### config.mk
export PLATFORM = sky130hd
export DESIGN_NAME = seg_scan_ctrl
export DESIGN_NICKNAME = d
export VERILOG_FILES = /design/src/rtl/seg_pkg.sv /design/src/rtl/bcd_to_7seg.sv /design/src/rtl/seg_scan_ctrl.sv
export SDC_FILE = /design/constraint.sdc
export NUM_CORES = 1
export LEC_CHECK = 0
export CAP_MARGIN = 20
export CELL_PAD_IN_SITES_DETAIL_PLACEMENT = 1
export CELL_PAD_IN_SITES_GLOBAL_PLACEMENT = 1
export CORE_MARGIN = 2
export CORE_UTILIZATION = 48
export DETAILED_ROUTE_END_ITERATION = 10
export DONT_BUFFER_PORTS = 1
export HOLD_SLACK_MARGIN = 0.1
export PLACE_DENSITY_LB_ADDON = 0.1
export SLEW_MARGIN = 20
export SYNTH_ARGS = -nofsm -noshare
export SYNTH_HDL_FRONTEND = slang
export SYNTH_SLANG_ARGS = --single-unit
### constraint.sdc
create_clock -name clk -period 4.6 [get_ports clk]
set_clock_uncertainty 0.15 [all_clocks]
set_input_delay 0.92 -clock clk [delete_from_list [all_inputs] [get_ports clk]]
set_output_delay 0.92 -clock clk [all_outputs]
set_load 0.01 [all_outputs]
### src/rtl/seg_pkg.sv
// Shared constants for the 7-segment display path: segment patterns, anode encoding, widths.
package seg_pkg;

  localparam int unsigned NUM_DIGITS = 4;
  localparam int unsigned SEL_W      = 2;
  localparam int unsigned DIGIT_W    = 4;
  localparam int unsigned SEG_W      = 7;

  // Active-low segment patterns, bit order {g,f,e,d,c,b,a}
  localparam logic [SEG_W-1:0] SEG_0     = 7'b1000000;
  localparam logic [SEG_W-1:0] SEG_1     = 7'b1111001;
  localparam logic [SEG_W-1:0] SEG_2     = 7'b0100100;
  localparam logic [SEG_W-1:0] SEG_3     = 7'b0110000;
  localparam logic [SEG_W-1:0] SEG_4     = 7'b0011001;
  localparam logic [SEG_W-1:0] SEG_5     = 7'b0010010;
  localparam logic [SEG_W-1:0] SEG_6     = 7'b0000010;
  localparam logic [SEG_W-1:0] SEG_7     = 7'b1111000;
  localparam logic [SEG_W-1:0] SEG_8     = 7'b0000000;
  localparam logic [SEG_W-1:0] SEG_9     = 7'b0010000;
  localparam logic [SEG_W-1:0] SEG_A     = 7'b0001000;
  localparam logic [SEG_W-1:0] SEG_B     = 7'b0000011;
  localparam logic [SEG_W-1:0] SEG_C     = 7'b1000110;
  localparam logic [SEG_W-1:0] SEG_D     = 7'b0100001;
  localparam logic [SEG_W-1:0] SEG_E     = 7'b0000110;
  localparam logic [SEG_W-1:0] SEG_F     = 7'b0001110;
  localparam logic [SEG_W-1:0] SEG_BLANK = 7'b1111111;

  localparam logic [NUM_DIGITS-1:0] AN_OFF = 4'b1111;

  typedef logic [NUM_DIGITS-1:0][DIGIT_W-1:0] digits_t;

  // Active-low one-hot anode for a digit index
  function automatic logic [NUM_DIGITS-1:0] an_onehot(input logic [SEL_W-1:0] s);
    return ~(NUM_DIGITS'(1) << s);
  endfunction

endpackage

### src/rtl/bcd_to_7seg.sv
// Combinational 4-bit value to active-low 7-segment decode; 10-15 render as hex A,b,C,d,E,F.
module bcd_to_7seg
  import seg_pkg::*;
(
  input  logic [DIGIT_W-1:0] digit,
  output logic [SEG_W-1:0]   seg_c
);

  always_comb begin
    seg_c = SEG_BLANK;
    case (digit)
      4'h0: seg_c = SEG_0;
      4'h1: seg_c = SEG_1;
      4'h2: seg_c = SEG_2;
      4'h3: seg_c = SEG_3;
      4'h4: seg_c = SEG_4;
      4'h5: seg_c = SEG_5;
      4'h6: seg_c = SEG_6;
      4'h7: seg_c = SEG_7;
      4'h8: seg_c = SEG_8;
      4'h9: seg_c = SEG_9;
      4'hA: seg_c = SEG_A;
      4'hB: seg_c = SEG_B;
      4'hC: seg_c = SEG_C;
      4'hD: seg_c = SEG_D;
      4'hE: seg_c = SEG_E;
      4'hF: seg_c = SEG_F;
    endcase
  end

endmodule

### src/rtl/seg_scan_ctrl.sv
// Time-multiplexed scan controller for a 4-digit common-anode 7-segment display with
// per-frame input snapshot, inter-digit blanking and optional leading-zero suppression.
module seg_scan_ctrl
  import seg_pkg::*;
#(
  parameter int unsigned CLK_DIV      = 100000,
  parameter int unsigned BLANK_CYCLES = 1000,
  parameter int unsigned CNT_W        = 17
) (
  input  logic                  clk,
  input  logic                  rst,
  input  logic                  en,
  input  logic                  lzb,
  input  logic [DIGIT_W-1:0]    i0,
  input  logic [DIGIT_W-1:0]    i1,
  input  logic [DIGIT_W-1:0]    i2,
  input  logic [DIGIT_W-1:0]    i3,
  output logic [SEL_W-1:0]      sel,
  output logic [NUM_DIGITS-1:0] an,
  output logic [SEG_W-1:0]      seg,
  output logic                  digit_tick
);

  localparam logic [CNT_W-1:0] CNT_MAX   = CNT_W'(CLK_DIV - 1);
  localparam logic [CNT_W-1:0] BLANK_END = CNT_W'(BLANK_CYCLES);
  localparam logic [SEL_W-1:0] SEL_LAST  = SEL_W'(NUM_DIGITS - 1);

  logic [CNT_W-1:0]      cnt;
  logic [CNT_W-1:0]      cnt_nxt;
  logic [SEL_W-1:0]      sel_nxt;
  digits_t               snap;
  digits_t               snap_nxt;
  logic                  tick_nxt;
  logic [NUM_DIGITS-1:0] blank;
  logic                  lit;
  logic [SEG_W-1:0]      dec_seg;
  logic [NUM_DIGITS-1:0] an_nxt;
  logic [SEG_W-1:0]      seg_nxt;

  // Prescaler, digit rotation and frame snapshot on the 3->0 wrap
  always_comb begin
    cnt_nxt  = cnt;
    sel_nxt  = sel;
    snap_nxt = snap;
    tick_nxt = 1'b0;
    if (en) begin
      if (cnt == CNT_MAX) begin
        cnt_nxt  = '0;
        sel_nxt  = sel + SEL_W'(1);
        tick_nxt = 1'b1;
        if (sel == SEL_LAST) begin
          snap_nxt = {i3, i2, i1, i0};
        end
      end else begin
        cnt_nxt = cnt + CNT_W'(1);
      end
    end
  end

  // Leading-zero chain from the most significant digit; digit 0 always shows
  always_comb begin
    blank    = '0;
    blank[3] = lzb && (snap_nxt[3] == DIGIT_W'(0));
    blank[2] = blank[3] && (snap_nxt[2] == DIGIT_W'(0));
    blank[1] = blank[2] && (snap_nxt[1] == DIGIT_W'(0));
  end

  bcd_to_7seg u_dec (
    .digit (snap_nxt[sel_nxt]),
    .seg_c (dec_seg)
  );

  // Outputs are computed from next-state values so they line up with the registered sel/cnt
  always_comb begin
    lit     = en && (cnt_nxt >= BLANK_END) && !blank[sel_nxt];
    an_nxt  = AN_OFF;
    seg_nxt = SEG_BLANK;
    if (lit) begin
      an_nxt  = an_onehot(sel_nxt);
      seg_nxt = dec_seg;
    end
  end

  always_ff @(posedge clk) begin
    if (rst) begin
      cnt        <= '0;
      sel        <= '0;
      snap       <= '0;
      an         <= AN_OFF;
      seg        <= SEG_BLANK;
      digit_tick <= 1'b0;
    end else begin
      cnt        <= cnt_nxt;
      sel        <= sel_nxt;
      snap       <= snap_nxt;
      an         <= an_nxt;
      seg        <= seg_nxt;
      digit_tick <= tick_nxt;
    end
  end

endmodule

==> impl_metrics.csv <==
group,metric,value,unit
yosys,yosysSeqAreaShare,0.307,
setup_path,r2r_cells,12,
hold_path,hold_end,"snap[12]$_SDFF_PP0_",
yosys,synthSimpleGateAreaFrac,0.288,
die,io_pins,34,
clock_tree,clkSlewWorstSetupHoldPaths,0.08,ns
status,status,"completed",
yosys,synth-xor-area-share,0.0572,
sta,fin_crit,3.70,ns
yosys,yosysTopAreaCellShare,0.307,
yosys,synth_fa_ha_area_frac,0.0286,
yosys,yosys.area.top_type,"dfxtp_1",
setup_path,r2r-end,"seg[0]$_SDFF_PP1_",
clock_tree,clk-insertion-delay-late,0.30,ns
detailed_routing,postRouteAntennaNets,0,
hold_path,hold_class,"flip-flop to flip-flop",
run,drv_cap,0,
die,design.core.area,6280,um^2
setup_path,arrival,3.71,ns
yosys,syn-num-nets,387,
detailed_routing,wl_per_cell,18.1,um
power_and_ir_drop,leakage,1.02,nW
clock_tree,clock_sinks,47,
clock_tree,clockRootBuffer,"clkbuf_8",
sta,hold_viol_final,0,
setup_path,crit_type,"flip-flop to flip-flop",
yosys,synth_seq_cells,47,
yosys,synthTopCellsByArea,"dfxtp_1, mux2i_1, nand2_1, nor2_1, a21oi_1",
power_and_ir_drop,p_total,0.696,mW
clock_tree,cts_tree,"yes",
sta,whs,0.327,ns
sta,fmax,0.270,GHz
yosys,synth_edf_count,0,
detailed_routing,avgViaCountPerCell,6.03,
sta,rsz0062_at_grt,"no",
final_layout,layout.nets,375,
detailed_routing,drtIter0Drc,111,
yosys,ys_types,71,
sta,tns,0,ns
global_route,grt_remaining_overflow,0,
power_and_ir_drop,p_int,0.550,mW
detailed_routing,drc,0,
hold_path,holdPathStages,2,
die,die_y,83.9,um
global_route,grt_pass1_vias,2664,
die,initial_utilization,0.488,
placement,hpwl,5710,um
yosys,synthCells,360,
power_and_ir_drop,switching_share,0.210,
final_layout,area_delta_synth_final,2.90,%
clock_tree,htreeDepth,2,
sta,slew_headroom,0.588,
power_and_ir_drop,combPwrFrac,0.013,
global_route,antenna_found_initial,0,
clock_tree,cts_made_buffers,5,
yosys,synth.top_cells.by_count,"dfxtp_1, nand2_1, nor2_1, a21oi_1, mux2i_1",
final_layout,antennaDiodeCount,0,
die,die-area,7040,um^2
placement,port_buffers,0,
global_route,grt_pass1_wl,13300,um
setup_path,path_max_fanout,15,
power_and_ir_drop,p_switching,0.146,mW
die,dieWidth,83.9,um
placement,gp_congestion,0.813,
sta,setup_viol_count_final,0,
yosys,yosysWarningCount,0,
power_and_ir_drop,power_density,221,nW/um^2
yosys,syn_area,3060,um^2
yosys,synth_top_family_by_area,"simple AND/OR/NAND/NOR gates",
detailed_routing,routed_wirelength,7710,um
power_and_ir_drop,vdd_drop_max,0.000133,V
yosys,synthFlopType,"dfxtp_1",
power_and_ir_drop,seqPwrFrac,0.590,
clock_tree,holdBufCountCts,0,
final_layout,n_fill_cell,790,
sta,setup_slack,0.901,ns
sta,post-route-period-util,0.804,
global_route,grt_max_degree,29,
die,row_count,29,
placement,place_ws,0.616,ns
setup_path,required,4.61,ns
yosys,async_flop_share,0,
sta,worst_pin_slew,0.616,ns
yosys,muxShareOfSynthArea,0.106,
yosys,yosys.cell_count.top_type,"dfxtp_1",
clock_tree,cts_setup_buffers,0,
setup_path,cp-start-kind,"flip-flop",
power_and_ir_drop,clkPwrFrac,0.398,
setup_path,regToRegStartpoint,"cnt[5]$_SDFF_PP0_",
setup_path,cp-end-kind,"flip-flop",
final_layout,finish.utilization,0.502,
yosys,synth_compound_area_frac,0.162,
sta,timing.final.max_slew_violations,0,
final_layout,drive_gt1_frac,0.120,
detailed_routing,num_vias,2568,
detailed_routing,firstDrtPassIters,4,
clock_tree,clockBufferDepth,2,
setup_path,r2r_setup_slack,0.90,ns
yosys,syn_avg_cell_area,8.51,um^2
global_route,grt_usage,0.231,
clock_tree,cts_resized,0,
hold_path,hp-start,"snap[12]$_SDFF_PP0_",
metal layers:
metal	track usage	up-vias	share of wire
met3	0.0465	8	0.037
met2	0.362	42	0.45
met4	0.0543	0	0.0092
li1	-	1268	-
met5	0	-	0
met1	0.328	1250	0.50
critical path, stage by stage, from the launching register on:
cell,delay (ns)
dfxtp_1,0.43
nor4_4,0.38
nand4_4,0.23
nor2_8,0.28
mux2i_2,0.47
a211oi_1,0.08
o32ai_1,0.58
inv_1,0.18
ha_1,0.30
a31oi_1,0.16
mux2i_1,0.09
o211ai_1,0.11
nand3_1,0.10
layout make-up:
type / count / area (um^2) / share of cell area
Inverter: 5 / 18.8 / 0.00595
Sequential cell: 47 / 941 / 0.299
Tap cell: 77 / 96.3 / 0.0306
Timing Repair Buffer: 4 / 30.0 / 0.00953
Multi-Input combinational cell: 285 / 1970 / 0.624
Clock buffer: 8 / 100 / 0.0318
power groups by stage:
stage	clock network, mW	logic [mW]	registers, mW
final	0.277	0.00877	0.410
after global routing	0.301	0.0102	0.411
after CTS	0.287	0.00905	0.410
after detailed placement	0	0.00902	0.420
after global placement	0	0.00845	0.420
after floorplan	0	0.0104	0.420
worst max path at each step:
stage | endpoint | from | slack (ns) | cells after the start
floorplan | seg[0]$_SDFF_PP1_ | en | 1.02 | 13
global placement | seg[0]$_SDFF_PP1_ | en | 0.74 | 12
detailed placement | seg[0]$_SDFF_PP1_ | en | 0.62 | 12
CTS | seg[0]$_SDFF_PP1_ | cnt[5]$_SDFF_PP0_ | 0.86 | 12
global route | seg[0]$_SDFF_PP1_ | cnt[5]$_SDFF_PP0_ | 0.43 | 12
finish | seg[0]$_SDFF_PP1_ | cnt[5]$_SDFF_PP0_ | 0.90 | 12
cell families (layout without fill, tap and decap cells):
logic type,Yosys count,count (layout)
multiplexers,27,27
AND/OR/NAND/NOR,162,162
XOR/XNOR,20,20
adder cells (fa/ha/maj),7,7
AO/OA/AOI/OAI,69,69
buffers and inverters,28,17
flip-flops,47,47
placed cells by master, fill, tap and decap left out, types with 3 or more instances in the layout:
cell type,instances
or3_1,4
mux2i_1,18
buf_4,4
nor4_1,7
nand2_1,45
o21ai_0,6
clkbuf_8,7
nor2b_1,5
o211ai_1,4
dfxtp_1,47
nand4_1,4
inv_1,5
a21oi_1,27
mux2_2,3
nor3_1,6
nor2_1,42
nand3_1,17
nor3b_1,3
xor2_1,9
ha_1,7
xnor2_1,11
a211oi_1,4
stage by stage:
stage	cells	cell area, um^2
final	426	3150
after global routing	426	3150
after CTS	426	3150
after detailed placement	418	3050
after global placement	418	3050
after floorplan	360	3060
registers in the layout (all words and copies together), names as in the netlist:
register    flops
seg             7
cnt            17
an              4
sel             2
snap           16
digit_tick      1
(Power assumes the default switching activity.)
